[src/rtl/lc3b_regfile_sb.sv]
// Register file with byte-masked writes, write-to-read bypass, and a per-register
// saturating reservation counter acting as a scoreboard for multi-cycle results.
module lc3b_regfile_sb #(
   parameter int WIDTH    = 16,
   parameter int NUM_REGS = 8,
   parameter int NUM_RD   = 2,
   parameter int PEND_W   = 2
)(
   input  logic                                 clk,
   input  logic                                 rst,
   input  logic [NUM_RD*$clog2(NUM_REGS)-1:0]   rd_addr,
   output logic [NUM_RD*WIDTH-1:0]              rd_data,
   output logic [NUM_RD-1:0]                    rd_busy,
   input  logic                                 wr_en,
   input  logic [$clog2(NUM_REGS)-1:0]          wr_addr,
   input  logic [WIDTH-1:0]                     wr_data,
   input  logic [WIDTH/8-1:0]                   wr_mask,
   input  logic                                 rsv_en,
   input  logic [$clog2(NUM_REGS)-1:0]          rsv_addr,
   output logic [NUM_REGS-1:0]                  busy,
   output logic                                 err
);
   localparam int AW = $clog2(NUM_REGS);
   localparam int NB = WIDTH / 8;
   localparam logic [PEND_W-1:0] MAXP = {PEND_W{1'b1}};

   logic [WIDTH-1:0]  r_data [NUM_REGS];
   logic [PEND_W-1:0] r_cnt  [NUM_REGS];
   logic              r_err;

   logic [WIDTH-1:0]    w_wr_merged;
   logic [NUM_REGS-1:0] w_inc;
   logic [NUM_REGS-1:0] w_dec;

   // The merged word serves both the register update and the read bypass.
   always_comb begin
      w_wr_merged = r_data[wr_addr];
      for (int k = 0; k < NB; k++) begin
         if (wr_mask[k]) w_wr_merged[8*k +: 8] = wr_data[8*k +: 8];
      end
   end

   genvar g;
   generate
      for (g = 0; g < NUM_REGS; g++) begin : g_reg
         assign w_inc[g] = rsv_en && (rsv_addr == AW'(g));
         assign w_dec[g] = wr_en  && (wr_addr  == AW'(g));
         assign busy[g]  = (r_cnt[g] != '0);
      end
      for (g = 0; g < NUM_RD; g++) begin : g_rd
         logic [AW-1:0] w_ra;
         assign w_ra = rd_addr[g*AW +: AW];
         assign rd_data[g*WIDTH +: WIDTH] = (wr_en && (w_ra == wr_addr)) ? w_wr_merged : r_data[w_ra];
         assign rd_busy[g] = busy[w_ra];
      end
   endgenerate

   assign err = r_err;

   always_ff @(posedge clk or posedge rst) begin
      if (rst) begin
         for (int r = 0; r < NUM_REGS; r++) begin
            r_data[r] <= '0;
            r_cnt[r]  <= '0;
         end
         r_err <= 1'b0;
      end else begin
         if (wr_en) r_data[wr_addr] <= w_wr_merged;
         // A reserve and a writeback hitting the same register cancel out.
         for (int r = 0; r < NUM_REGS; r++) begin
            if (w_inc[r] && !w_dec[r]) begin
               if (r_cnt[r] == MAXP) r_err <= 1'b1;
               else                  r_cnt[r] <= r_cnt[r] + 1'b1;
            end else if (w_dec[r] && !w_inc[r] && (r_cnt[r] != '0)) begin
               r_cnt[r] <= r_cnt[r] - 1'b1;
            end
         end
      end
   end
endmodule

[config.mk]
export PLATFORM = sky130hd
export DESIGN_NAME = lc3b_regfile_sb
export DESIGN_NICKNAME = d
export VERILOG_FILES = /design/src/rtl/lc3b_regfile_sb.sv
export SDC_FILE = /design/constraint.sdc
export NUM_CORES = 1
export LEC_CHECK = 0
export ABC_CLOCK_PERIOD_IN_PS = 5000
export BUFFER_PORTS_ARGS = -buffer_cell sky130_fd_sc_hd__buf_2
export CAP_MARGIN = 30
export CELL_PAD_IN_SITES_DETAIL_PLACEMENT = 1
export CELL_PAD_IN_SITES_GLOBAL_PLACEMENT = 2
export CORE_UTILIZATION = 40
export CTS_CLUSTER_SIZE = 16
export DETAILED_ROUTE_END_ITERATION = 8
export GPL_ROUTABILITY_DRIVEN = 0
export PLACE_DENSITY_LB_ADDON = 0.1
export SLEW_MARGIN = 20
export SYNTH_ARGS = -nofsm -noshare
export SYNTH_HDL_FRONTEND = slang
export SYNTH_SLANG_ARGS = --single-unit
export TNS_END_PERCENT = 1
[constraint.sdc]
create_clock -name clk -period 5 [get_ports clk]
set_input_delay 0 -clock clk [delete_from_list [all_inputs] [get_ports clk]]
set_output_delay 0 -clock clk [all_outputs]
set_load 0.005 [all_outputs]
; ---- Word-level counts from Yosys, hierarchy flattened
; Index checks and enable logic that the tools add are counted.
[totals]
ff_bits = 145
latchBits = 0
ram_bits = 0
romBits = 0
out_inout_bits = 43
elab_cells = 219
n_memories = 0
[op_classes]
add_sub_neg = 16
multipliers = 0
n_div = 0
order_cmp = 6
eq_ne = 32
n_shift = 0
mux = 60
bitwise_logic = 3
reduce_logical = 85
[op_table]
columns = op, n
row1 = 16-bit binary-select mux with 3-bit select, 3
row2 = 16-bit 2-to-1 mux, 9
row3 = 128-bit bitwise mux, 1
row4 = 16-bit demux with 3-bit select, 1
row5 = 2-bit 2-to-1 mux, 24
row6 = 1-bit logical AND, 43
row7 = 2-bit nonzero test, 16
row8 = 3-bit == test (second input constant), 8
row9 = 1-bit 2-to-1 mux, 18
row10 = 2-bit by 1-bit adder with 2-bit output (second input constant), 8
row11 = 2-bit == test (second input constant), 8
row12 = 1-bit logical NOT, 16
row13 = 8-bit 2-to-1 mux, 2
row14 = 2-bit inequality test (second input constant), 8
row15 = 2-bit AND reduction, 8
row16 = 2-bit by 1-bit subtractor with 2-bit output (second input constant), 8
row17 = 3-bit by 2-bit == test with 1-bit output (second input constant), 4
row18 = 4-bit greater-or-equal comparator (second input constant), 3
row19 = 3-bit inverter with 4-bit output, 3
row20 = 3-bit by 4-bit less-than comparator with 1-bit output (second input constant), 2
row21 = 1-bit binary-select mux with 3-bit select, 2
row22 = 3-bit by 1-bit == test with 1-bit output (second input constant), 2
row23 = 3-bit == test, 2
row24 = 3-bit logical NOT, 2
row25 = 4-bit by 1-bit less-than comparator with 1-bit output (second input constant), 1

; ---- Logic depth before layout (Yosys ltp)
[logic_depth]
ltp_word = 19
ltp_mapped = 8
ltp_nobuf = 4

; ---- Worst setup path before layout
; Ideal clock, no wire load.
[synth_path]
kind = register to register
from = reg r_data[82] in the netlist's numbering
to = reg r_data[98] in the netlist's numbering
setup_ns = 0.076
arrival_ns = 1.385
required_time_ns = 4.924
path_slack_ns = 3.539
path_stages_with_launch = 6
n_path_buf = 1
synth_period_minus_slack_ns = 1.461
path_cell_list = dfrtp_1 > mux4_1 > nor3_1 > or4_1 > buf_6 > o21ai_2
[synth_via]
elab_chain_len = 5
[synth_lines]
columns = item, line_no
row1 = from (decl), 27  ; logic [WIDTH-1:0] r_data [NUM_REGS];
row2 = "from (signal, indexed assignment)", 68  ; if (wr_en) r_data[wr_addr] <= w_wr_merged;
row3 = 16-bit binary-select mux with 3-bit select, 37  ; w_wr_merged = r_data[wr_addr];
row4 = 16-bit 2-to-1 mux (implied by the code) (2 in a row), 37
row5 = 8-bit 2-to-1 mux, 39  ; if (wr_mask[k]) w_wr_merged[8*k +: 8] = wr_data[8*k +: 8];
row6 = 128-bit bitwise mux, 68
; No other way between the ends. The select of a mux whose other input is x is not followed.
; A chain may end at the register's enable or synchronous reset.

; ---- Worst setup path in the final report
[layout_path]
from = in wr_addr[1]
to = out rd_data[13]
[layout_via]
elab_chain_len = 6
elab_cells_between_ends = 8
cone_classes = 1 x eq/ne / 5 x mux / 1 x bitwise / 1 x reduce/logical
[layout_lines]
columns = item, line_no
row1 = from (decl), 15  ; input logic [$clog2(NUM_REGS)-1:0] wr_addr,
row2 = 3-bit inverter with 4-bit output (implied by the code), 37
row3 = 16-bit binary-select mux with 3-bit select, 37
row4 = 16-bit 2-to-1 mux (implied by the code) (2 in a row), 37
row5 = 8-bit 2-to-1 mux, 39
row6 = 16-bit 2-to-1 mux (*), 53  ; assign rd_data[g*WIDTH +: WIDTH] = (wr_en && (w_ra == wr_addr)) ? w_wr_merged : r_data[w_ra];
row7 = to (decl), 12  ; output logic [NUM_RD*WIDTH-1:0] rd_data,
; Mark *: on every way between the ends. The rest lies on a longest branch, timed or not. The select of a mux whose other input is x is not followed.

==> results.sh <==
export IMPL_holdWs_ns=0.0581
export IMPL_clock_latency_ns=0.43
export IMPL_cts_sinks=145
export IMPL_cp_max_fo=46
export IMPL_relSlewSlack_pct=39.6
export IMPL_syn_nets=975
export IMPL_reg2reg_slack_ns=3.11
export IMPL_drt_wirelength_per_cell_um=25.2
export IMPL_synth_area_sq_mm=0.00982
export IMPL_cts_max_path_buffers=2
export IMPL_area_growth_synth_to_final_pct=10.9
export IMPL_comb_power_share_pct=30.6
export IMPL_required_ns=5.00
export IMPL_fin_skew_ns=0.0103
export IMPL_cts_made_buffers=17
export IMPL_reg2reg_depth=4
export IMPL_crit_top_cell="buf_4"
export IMPL_synthArstFlopShare_pct=100
export IMPL_tns_ns=0
export IMPL_ctsHoldBuffers=1
export IMPL_grt_max_degree=61
export IMPL_path_class="in2out"
export IMPL_final_max_slew_violation_count=0
export IMPL_critPathMaxStageDelay_ns=0.74
export IMPL_die_x_um=159
export IMPL_pin_count=77
export IMPL_synthAdderAreaFrac_pct=0
export IMPL_viasPerCell=6.21
export IMPL_whs_path_depth=4
export IMPL_r2r_start="r_data[82]"
export IMPL_cts_max_level=4
export IMPL_overflow=0
export IMPL_cts_root_buf="clkbuf_16"
export IMPL_leakage_nw=4.28
export IMPL_postRouteAntennaNets=0
export IMPL_peakVddDrop_v=0.000184
export IMPL_synth_top_family_by_area="multiplexers"
export IMPL_arrival_ns=2.61
export IMPL_drt_initial_drc_count=462
export IMPL_max_freq_mhz=383
export IMPL_cts_tree="yes"
export IMPL_path_buf_inv=3
export IMPL_final_nets=1003
export IMPL_timing_rr_end="r_data[98]"
export IMPL_post_cts_buffers=0
export IMPL_grt_first_pass_wirelength_um=50500
export IMPL_rsz0062_at_grt="false"
export IMPL_placementRows=56
export IMPL_maxCapViolCount=0
export IMPL_clock_power_share_pct=29.7
export IMPL_netSwitchingPower_mw=1.55
export IMPL_synth_most_common_cell="a21oi_1"
export IMPL_drc=0
export IMPL_critPathSlowestCell="buf_4"
export IMPL_yosys_top_cells_area="dfrtp_1, mux4_2, a21oi_1, mux2i_1, nor2_1"
export IMPL_power_density_mw_per_mm2=410
export IMPL_yosys_most_used_dff="dfrtp_1"
export IMPL_num_vias=8075
export IMPL_numPortBuffers=76
export IMPL_hold_path_end="err"
export IMPL_crit_family="buffers and inverters"
export IMPL_yosysTopAreaCell="dfrtp_1"
export IMPL_synth_simple_area_share_pct=14.9
export IMPL_synth_ff_latch_count=145
export IMPL_syn_area_per_cell_sq_um=10.4
export IMPL_drt_wl_total_um=32700
export IMPL_worstPathCellList="buf_4 > buf_4 > mux4_2 > nor3_1 > or4_4 > a21oi_2 > buf_2"
export IMPL_synth_compound_area_share_pct=20.5
export IMPL_synth_common_cells="a21oi_1, dfrtp_1, nor2_1"
export IMPL_muxShareOfSynthArea_pct=21.5
export IMPL_grt_pass1_vias=8420
export IMPL_hp_class="in2reg"
export IMPL_die_h_um=159
export IMPL_start_util_pct=41.3
export IMPL_yosysWarnings=0
export IMPL_dp_hpwl_um=20300
export IMPL_grtUsageTotal_pct=27.3
export IMPL_hold_viol=0
export IMPL_synthCells=941
export IMPL_min_period_over_period_pct=52.2
export IMPL_internal_power_mw=2.91
export IMPL_clk_pin_slew_ns=0.06
export IMPL_antenna_found_initial=0
export IMPL_tightest_slew_ns=0.905
export IMPL_cts_resized=0
export IMPL_die_area_sq_mm=0.0252
export IMPL_firstDrtPassIters=5
export IMPL_ys_types=59
export IMPL_yosysSeqAreaShare_pct=37.0
export IMPL_p_seq_share_pct=39.6
export IMPL_core_area_sq_mm=0.0238
export IMPL_worst_setup_path_start_kind="primary input"
export IMPL_synth_xor_area_share_pct=0.535
export IMPL_synth_edf_count=0
export IMPL_drive_above_1_share_pct=27.1
export IMPL_status="completed"
export IMPL_cp_end_kind="output pin"
export IMPL_min_from="rsv_addr[0]"
export IMPL_diodes=0
export IMPL_sw_frac_of_total_pct=34.8
export IMPL_setup_viol=0
export IMPL_synth_top_area_share_pct=37.0
export IMPL_post_route_min_period_ns=2.61
-- worst reg2reg max path: stages (launching register included) --
cell and delay (ns):
dfrtp_1 0.42, mux4_1 0.25, nor3_1 0.05, or4_1 0.85, o21ai_2 0.23
-- sequential cells by signal, indices dropped and copies added (netlist names) --
name and cells:
r_cnt 16, err 1, r_data 128
-- metal layers --
metal	GRT usage, %	wire, um
met4	7.55	465
met5	0	0
met1	37.0	14700
met2	45.6	16300
met3	3.89	1320
-- cells by family after synthesis --
group / after synthesis
DFF: 145
AOI/OAI and AO/OA: 277
muxes: 125
buffers and inverters: 100
xor gates and xnor gates: 6
and+or+nand+nor: 288
-- layout by cell type (no fill, tap or decap), types with 3 or more instances in the layout --
| cell | instances |
|---|---|
| clkbuf_16 | 17 |
| o21ai_0 | 8 |
| mux2i_1 | 56 |
| nor3b_1 | 3 |
| nor3_1 | 10 |
| buf_4 | 18 |
| a21oi_1 | 152 |
| bufinv_16 | 3 |
| a21oi_2 | 4 |
| o21ai_2 | 16 |
| and4_1 | 3 |
| a31oi_4 | 14 |
| nor2_1 | 143 |
| buf_2 | 75 |
| and4b_1 | 3 |
| xnor2_1 | 6 |
| nand2_1 | 32 |
| clkinv_2 | 5 |
| or3_1 | 3 |
| o31ai_1 | 3 |
| nand3_1 | 5 |
| and3_1 | 5 |
| a22oi_2 | 22 |
| a22oi_1 | 6 |
| mux4_2 | 67 |
| nor2b_1 | 36 |
| a211oi_1 | 36 |
| nand2b_1 | 3 |
| dfrtp_1 | 145 |
| and2_1 | 15 |
| clkinvlp_4 | 3 |
| a2111oi_0 | 4 |
| inv_1 | 10 |
| nand4b_1 | 6 |
| o21ai_1 | 4 |
-- stage by stage --
step / power [mW] / area (sq um) / util, % / std cells / worst slack, ns
after CTS: 4.50 / 10900 / 45.8 / 1301 / 2.40
after global routing: 4.70 / 10900 / 45.8 / 1301 / 2.28
after floorplan: 2.71 / 9820 / - / 941 / 1.11
final: 4.47 / 10900 / 45.8 / 1301 / 2.39
after detailed placement: 3.14 / 10300 / 43.3 / 1268 / 2.36
after global placement: 3.04 / 10200 / 43.1 / 1266 / 2.45
-- power groups by stage --
| stage | clock [mW] | sequential [mW] | combinational [mW] |
|---|---|---|---|
| floorplan | 0 | 1.66 | 1.04 |
| global placement | 0 | 1.73 | 1.31 |
| detailed placement | 0 | 1.77 | 1.37 |
| CTS | 1.36 | 1.76 | 1.38 |
| global route | 1.39 | 1.81 | 1.50 |
| finish | 1.33 | 1.77 | 1.37 |
-- worst max-delay path by stage --
stage | startpoint | cells past startpoint | slack, ns | end
after CTS | wr_addr[1] | 7 | 2.40 | rd_data[29]
after global placement | wr_addr[1] | 7 | 2.45 | rd_data[13]
after detailed placement | wr_addr[1] | 6 | 2.36 | r_data[9]
after floorplan | rst | 1 | 1.11 | err
final | wr_addr[1] | 7 | 2.39 | rd_data[13]
after global routing | wr_addr[1] | 7 | 2.28 | rd_data[13]
-- area by class of cell --
| class | count | area (sq um) |
|---|---|---|
| Multi-Input combinational cell | 696 | 5650 |
| Inverter | 13 | 53.8 |
| Timing Repair Buffer | 96 | 563 |
| Clock buffer | 18 | 429 |
| Tap cell | 319 | 399 |
| Clock inverter | 14 | 164 |
| Fill cell | 2644 | 12900 |
| Sequential cell | 145 | 3630 |
Power figures use the tool's default switching activity.
